### src/rtl/qrisc32_id.sv
// Decode stage: field split, 32x32 register file with write-through reads, load-use hazard detection.
// One-cycle latency to ex_*; pipe_stall holds outputs, new_address_valid flushes, hazard inserts a bubble.
module qrisc32_id (
  input  logic        clk,
  input  logic        reset,
  input  logic [31:0] instruction,
  input  logic [31:0] pc,
  input  logic        pipe_stall,
  input  logic        new_address_valid,
  input  logic        wb_valid,
  input  logic [4:0]  wb_reg,
  input  logic [31:0] wb_data,
  output logic        ex_valid,
  output logic [5:0]  ex_opcode,
  output logic [4:0]  ex_dst,
  output logic [31:0] ex_src1,
  output logic [31:0] ex_src2,
  output logic [31:0] ex_imm,
  output logic [31:0] ex_pc,
  output logic        hazard_stall
);

  localparam logic [5:0] OP_LOAD = 6'h01;

  logic [31:0] regs [32];
  logic [5:0]  opcode;
  logic [4:0]  dst;
  logic [4:0]  src1;
  logic [4:0]  src2;
  logic [31:0] imm;
  logic [31:0] src1_val;
  logic [31:0] src2_val;

  assign opcode = instruction[31:26];
  assign dst    = instruction[25:21];
  assign src1   = instruction[20:16];
  assign src2   = instruction[15:11];
  assign imm    = {{16{instruction[15]}}, instruction[15:0]};

  // Bypass the write-back port so a same-cycle write is not missed.
  always_comb begin
    src1_val = regs[src1];
    src2_val = regs[src2];
    if (wb_valid && (wb_reg == src1)) src1_val = wb_data;
    if (wb_valid && (wb_reg == src2)) src2_val = wb_data;
  end

  // A bubble in EX has ex_valid=0, so it can never raise a hazard.
  assign hazard_stall = !reset && !new_address_valid && !pipe_stall &&
                        ex_valid && (ex_opcode == OP_LOAD) &&
                        ((ex_dst == src1) || (ex_dst == src2));

  always_ff @(posedge clk) begin
    if (reset) begin
      for (int i = 0; i < 32; i++) regs[i] <= '0;
    end else if (wb_valid) begin
      regs[wb_reg] <= wb_data;
    end
  end

  always_ff @(posedge clk) begin
    if (reset) begin
      ex_valid  <= 1'b0;
      ex_opcode <= '0;
      ex_dst    <= '0;
      ex_src1   <= '0;
      ex_src2   <= '0;
      ex_imm    <= '0;
      ex_pc     <= '0;
    end else if (new_address_valid) begin
      ex_valid <= 1'b0;
    end else if (pipe_stall) begin
      ex_valid <= ex_valid;
    end else if (hazard_stall) begin
      ex_valid <= 1'b0;
    end else begin
      ex_valid  <= (instruction != 32'h0);
      ex_opcode <= opcode;
      ex_dst    <= dst;
      ex_src1   <= src1_val;
      ex_src2   <= src2_val;
      ex_imm    <= imm;
      ex_pc     <= pc;
    end
  end

endmodule

### config.mk
export PLATFORM = sky130hd
export DESIGN_NAME = qrisc32_id
export DESIGN_NICKNAME = d
export VERILOG_FILES = /design/src/rtl/qrisc32_id.sv
export SDC_FILE = /design/constraint.sdc
export NUM_CORES = 2
export LEC_CHECK = 0
export CORE_ASPECT_RATIO = 0.7
export CORE_MARGIN = 5
export CORE_UTILIZATION = 40
export CTS_CLUSTER_SIZE = 25
export DETAILED_ROUTE_END_ITERATION = 7
export GPL_ROUTABILITY_DRIVEN = 0
export HOLD_SLACK_MARGIN = 0.03
export SLEW_MARGIN = 20
export SYNTH_ARGS = -nofsm -noshare
export SYNTH_HDL_FRONTEND = slang
export SYNTH_SLANG_ARGS = --single-unit
### constraint.sdc
create_clock -name clk -period 6.4 [get_ports clk]
set_input_delay 1.28 -clock clk [delete_from_list [all_inputs] [get_ports clk]]
set_output_delay 1.28 -clock clk [all_outputs]
set_load 0.02 [all_outputs]
Word level (Yosys, flattened, before mapping):

Memories as Yosys holds them, arrays and structs flattened. A register that Yosys moved wholly into a read port is not among the register bits.
Index checks and enable logic that the tools add are counted.

* eq/ne operators: 3
* muxes and demuxes: 9
* bitwise logic cells: 3
* reduce and logical (&&, ||, !) cells: 13

Operators with widths (count)
* $mux 32: 1
* $reduce_bool 32->1: 1
* $reduce_or 32->1: 1
* $eq 5x5->1: 2
* $mux 1: 7
* $eq 6x1->1 const B: 1
* $logic_and 1x1->1: 5
* $mux 5: 1
* $logic_not 1->1: 3
* $not 1->1: 3
* $reduce_and 3->1: 1
* $reduce_or 2->1: 1
* $logic_or 1x1->1: 1

* flip-flop bits (word level): 60
* bits in writable memories: 1024
* output and inout bits: 141
* word-level logic and storage cells: 34
* memories kept: 1

Memory list
* regs: depth 32, width 32, rd ports 2, clocked after memory_dff 2, wr ports 32, line 25 `logic [31:0] regs [32];`

Depth between registers and ports, before layout:

* depth after elaboration: 8
* depth in mapped cells: 10

Worst setup path before layout:

No wires, ideal clock.

* kind: input port to flip-flop
* start point: input reset
* end point: memory regs[28][0], enable pin
* setup time: 0.466 ns
* data arrival time: 4.612 ns
* required time: 5.934 ns
* path slack: 1.323 ns
* stages: 6
* cell sequence: clkbuf_1 > nand2b_1 > or3_1 > clkbuf_1 > clkbuf_1 > o21ai_0

RTL lines
* from (decl): line 5 `input logic reset,`
* to (decl): line 25

Worst setup path in the final report:

* start point: input instruction[14]
* end point: output hazard_stall

* word-level cells in the longest chain between the ends: 3

Ends and longest elaborated chain
* from (decl): line 6 `input logic [31:0] instruction,`
* $eq 5x5->1: line 51 `((ex_dst == src1) || (ex_dst == src2));`
* $logic_or 1x1->1: line 51
* $logic_and 1x1->1: line 50 `ex_valid && (ex_opcode == OP_LOAD) &&`
* to (decl): line 20 `output logic hazard_stall`

Every way passes these cells.

==> run_results.csv <==
group,metric,value,unit
timing,drv_slew,0,
floorplanning,die-area,158000,um2
yosys,yosys.area_share.simple,0.139,
yosys,ys_warn_count,0,
yosys,yosysUniqueCellTypes,53,
critical_path,r2r-start,"ex_opcode[5]",
clocking,cts_post_setup_buffers_inserted,0,
critical_path,worst-setup-path-type,"input pin to output pin",
worst_hold_path,min_path_type,"flip-flop to flip-flop",
floorplanning,pin_count,247,
clocking,cts_root_buf,"clkbuf_16",
yosys,synth_fa_ha_area_frac,0,
critical_path,critPathCaptureType,"output pin",
cells_and_area,seq_area,33200,um2
run_status,status,"finished clean",
power,power_leakage,22.6,nW
yosys,post-synth-top-count-cell,"and2_1",
yosys,synthMuxAreaShare,0.209,
power,powerDensity,259,nW/um2
timing,worst_pin_slew,1.13,ns
cells_and_area,layout-drive-gt1-share,0.218,
yosys,ys_top_cells_by_area,"edfxtp_1 51%, mux4_2 18%, and2_1 11%, dfxtp_1 4.1%, clkbuf_1 1.9%",
yosys,yosys-top-cells-count,"1028 x and2_1, 1024 x edfxtp_1, 489 x mux4_2, 305 x clkbuf_1, 146 x a21oi_1",
detailed_routing,dr.pass1.iters,6,
yosys,synthesis.area,60000,um2
critical_path,critical_path_required,5.12,ns
yosys,syn_area_per_cell,14.3,um2
power,power_frac_clock,0.376,
timing,fin_crit_sh,0.748,
run,cap_viol_max_count,0,
clocking,cts-htree-levels,3,
yosys,synth_flop_cell,"edfxtp_1",
yosys,synth_edf_count,1024,
global_routing,antenna_found_initial,11,
timing,slew-limit-headroom,0.241,
yosys,syn-num-nets,4291,
yosys,synth_compound_area_frac,0.0565,
cells_and_area,final_cell_area,67900,um2
yosys,yosysSeqAreaShare,0.554,
yosys,synth.top_cell.area_share,0.513,
detailed_routing,detail_route.wl_per_cell,32.1,um
worst_hold_path,whs_endpoint,"ex_pc[24]",
global_routing,overflow,0,
power,p_int,0.0131,W
global_routing,grt_pass1_wl,286,mm
worst_hold_path,hold_path_depth,2,
clocking,worst_setup_hold_path_clk_slew,0.06,ns
detailed_routing,drt_iter0_drc,5280,
clocking,cts_max_path_buffers,3,
floorplanning,coreArea,149000,um2
global_routing,grt.total_usage,0.250,
critical_path,r2r_end,"ex_valid",
placed_design,place_area,64400,um2
timing,fin_crit,4.78,ns
placed_design,post-dp-hpwl,124,mm
detailed_routing,drc,0,
yosys,synth-async-reset-ratio,0,
critical_path,worstPathArrival,3.50,ns
power,p_switching,0.00446,W
detailed_routing,wl,201,mm
yosys,syn_inst,4185,
cells_and_area,final.fill_count,13000,
timing,final-hold-violation-count,0,
cells_and_area,synthToLayoutAreaGrowth,13.1,%
clocking,cts_tree,"yes",
power,p_seq_frac,0.501,
floorplanning,die_h,334,um
placed_design,portBuffers,246,
worst_hold_path,min_from,"ex_pc[24]",
critical_path,startpoint_type,"input pin",
critical_path,reg2reg_slack,3.18,ns
yosys,synth_seq_cells,1148,
yosys,netlist.top_cell.by_area,"edfxtp_1",
timing,setup_viol,0,
critical_path,crit_fanout,9,
timing,fmaxAchievable,0.209,GHz
cells_and_area,multi_input_area,25000,um2
floorplanning,initial_core_util,0.404,
clocking,clkSinkCount,1148,
floorplanning,die_w,473,um
clocking,cts_buffers,110,
power,ir_worst_vdd,198,uV
detailed_routing,drtAntennaViolNets,0,
yosys,synth_top_family_by_area,"multiplexers",
timing,finalClockSkew,0.0159,ns
clocking,cts_hold_buf,0,
detailed_routing,avgViaCountPerCell,6.16,
yosys,synth-xor-area-share,0.00292,
critical_path,reg2regPathDepth,6,
power,comb_power_share,0.123,
global_routing,grt_pass1_vias,37700,
clocking,cts_resized,0,
global_routing,grt_max_degree,122,
power,switching_share,0.253,
timing,rsz0062_at_grt,"no",
floorplanning,num_rows,118,
clocking,clock_latency,0.73,ns
cells_and_area,final_nets,4305,
detailed_routing,vias,38600,
timing,fin_tns_setup,0,ns
[flip-flops by register name (all words and copies together) (netlist names)]
register,count
ex_imm,16
ex_src1,32
ex_opcode,6
ex_valid,1
regs,1024
ex_src2,32
ex_dst,5
ex_pc,32
[metrics by stage]
stage / hold slack [ns] / utilization / std cells / power [W] / setup WS, ns
2_1_floorplan: 0.536 / - / 4185 / 0.0102 / 1.32
3_3_place_gp: 0.461 / 0.433 / 6066 / 0.0111 / 1.70
3_5_place_dp: 0.469 / 0.433 / 6066 / 0.0111 / 1.69
4_1_cts: 0.478 / 0.457 / 6270 / 0.0176 / 1.67
5_1_grt: 0.501 / 0.457 / 6273 / 0.0181 / 1.59
6_report: 0.475 / 0.457 / 6276 / 0.0176 / 1.62
[how the worst max path moves through the flow]
stage | startpoint | depth (start not counted) | slack [ns] | endpoint
3_5_place_dp | instruction[14] | 6 | 1.69 | hazard_stall
2_1_floorplan | reset | 6 | 1.32 | regs[28][0]
3_3_place_gp | instruction[14] | 6 | 1.70 | hazard_stall
6_report | instruction[14] | 6 | 1.62 | hazard_stall
4_1_cts | instruction[14] | 6 | 1.67 | hazard_stall
5_1_grt | instruction[14] | 6 | 1.59 | hazard_stall
[critical path: stages]
cell             delay [ns]
clkdlybuf4s50_1        0.89
xnor2_1                0.46
nand3_1                0.13
o22ai_1                0.20
and4_1                 0.37
buf_12                 0.15
[layout by cell type, fill, tap and decap left out, types with 34 or more instances in the layout]
master	instances
and2_1	1026
o21ai_0	79
clkbuf_16	111
mux4_2	489
edfxtp_1	1024
dfxtp_1	124
nand3_1	75
nor2_2	34
a21oi_1	146
nor2_1	44
o22ai_1	88
nand2_1	114
buf_4	120
clkdlybuf4s50_1	225
a22o_1	34
mux2i_1	105
[layer usage]
layer / up-vias / wire length (um) / global-route usage / part of all wire
met5: - / 54 / 0 / 0.00027
met4: 8 / 6480 / 0.0765 / 0.032
met3: 316 / 22000 / 0.0606 / 0.11
met2: 2380 / 91000 / 0.381 / 0.45
met1: 19900 / 81800 / 0.355 / 0.41
li1: 16000 / - / - / -
[power groups by stage]
stage,sequential [W],combinational [W],clock [W]
2_1_floorplan,0.00892,0.00130,0
4_1_cts,0.00880,0.00216,0.00668
3_5_place_dp,0.00896,0.00215,0
3_3_place_gp,0.00895,0.00214,0
5_1_grt,0.00885,0.00225,0.00699
6_report,0.00881,0.00216,0.00662
[kinds of logic after synthesis]
logic type             count (synthesis)
flip-flops                          1148
XOR/XNOR                              20
AND/OR/NAND/NOR                     1417
multiplexers                         618
AO/OA/AOI/OAI                        502
buffers and inverters                480
[area by class of cell]
type	instances	area share
Clock inverter	60	0.00809
Antenna cell	5	0.000184
Inverter	2	0.000129
Sequential cell	1148	0.490
Multi-Input combinational cell	2557	0.368
Clock buffer	144	0.0435
Tap cell	1980	0.0365
Timing Repair Buffer	380	0.0535
(Power assumes the default switching activity.)
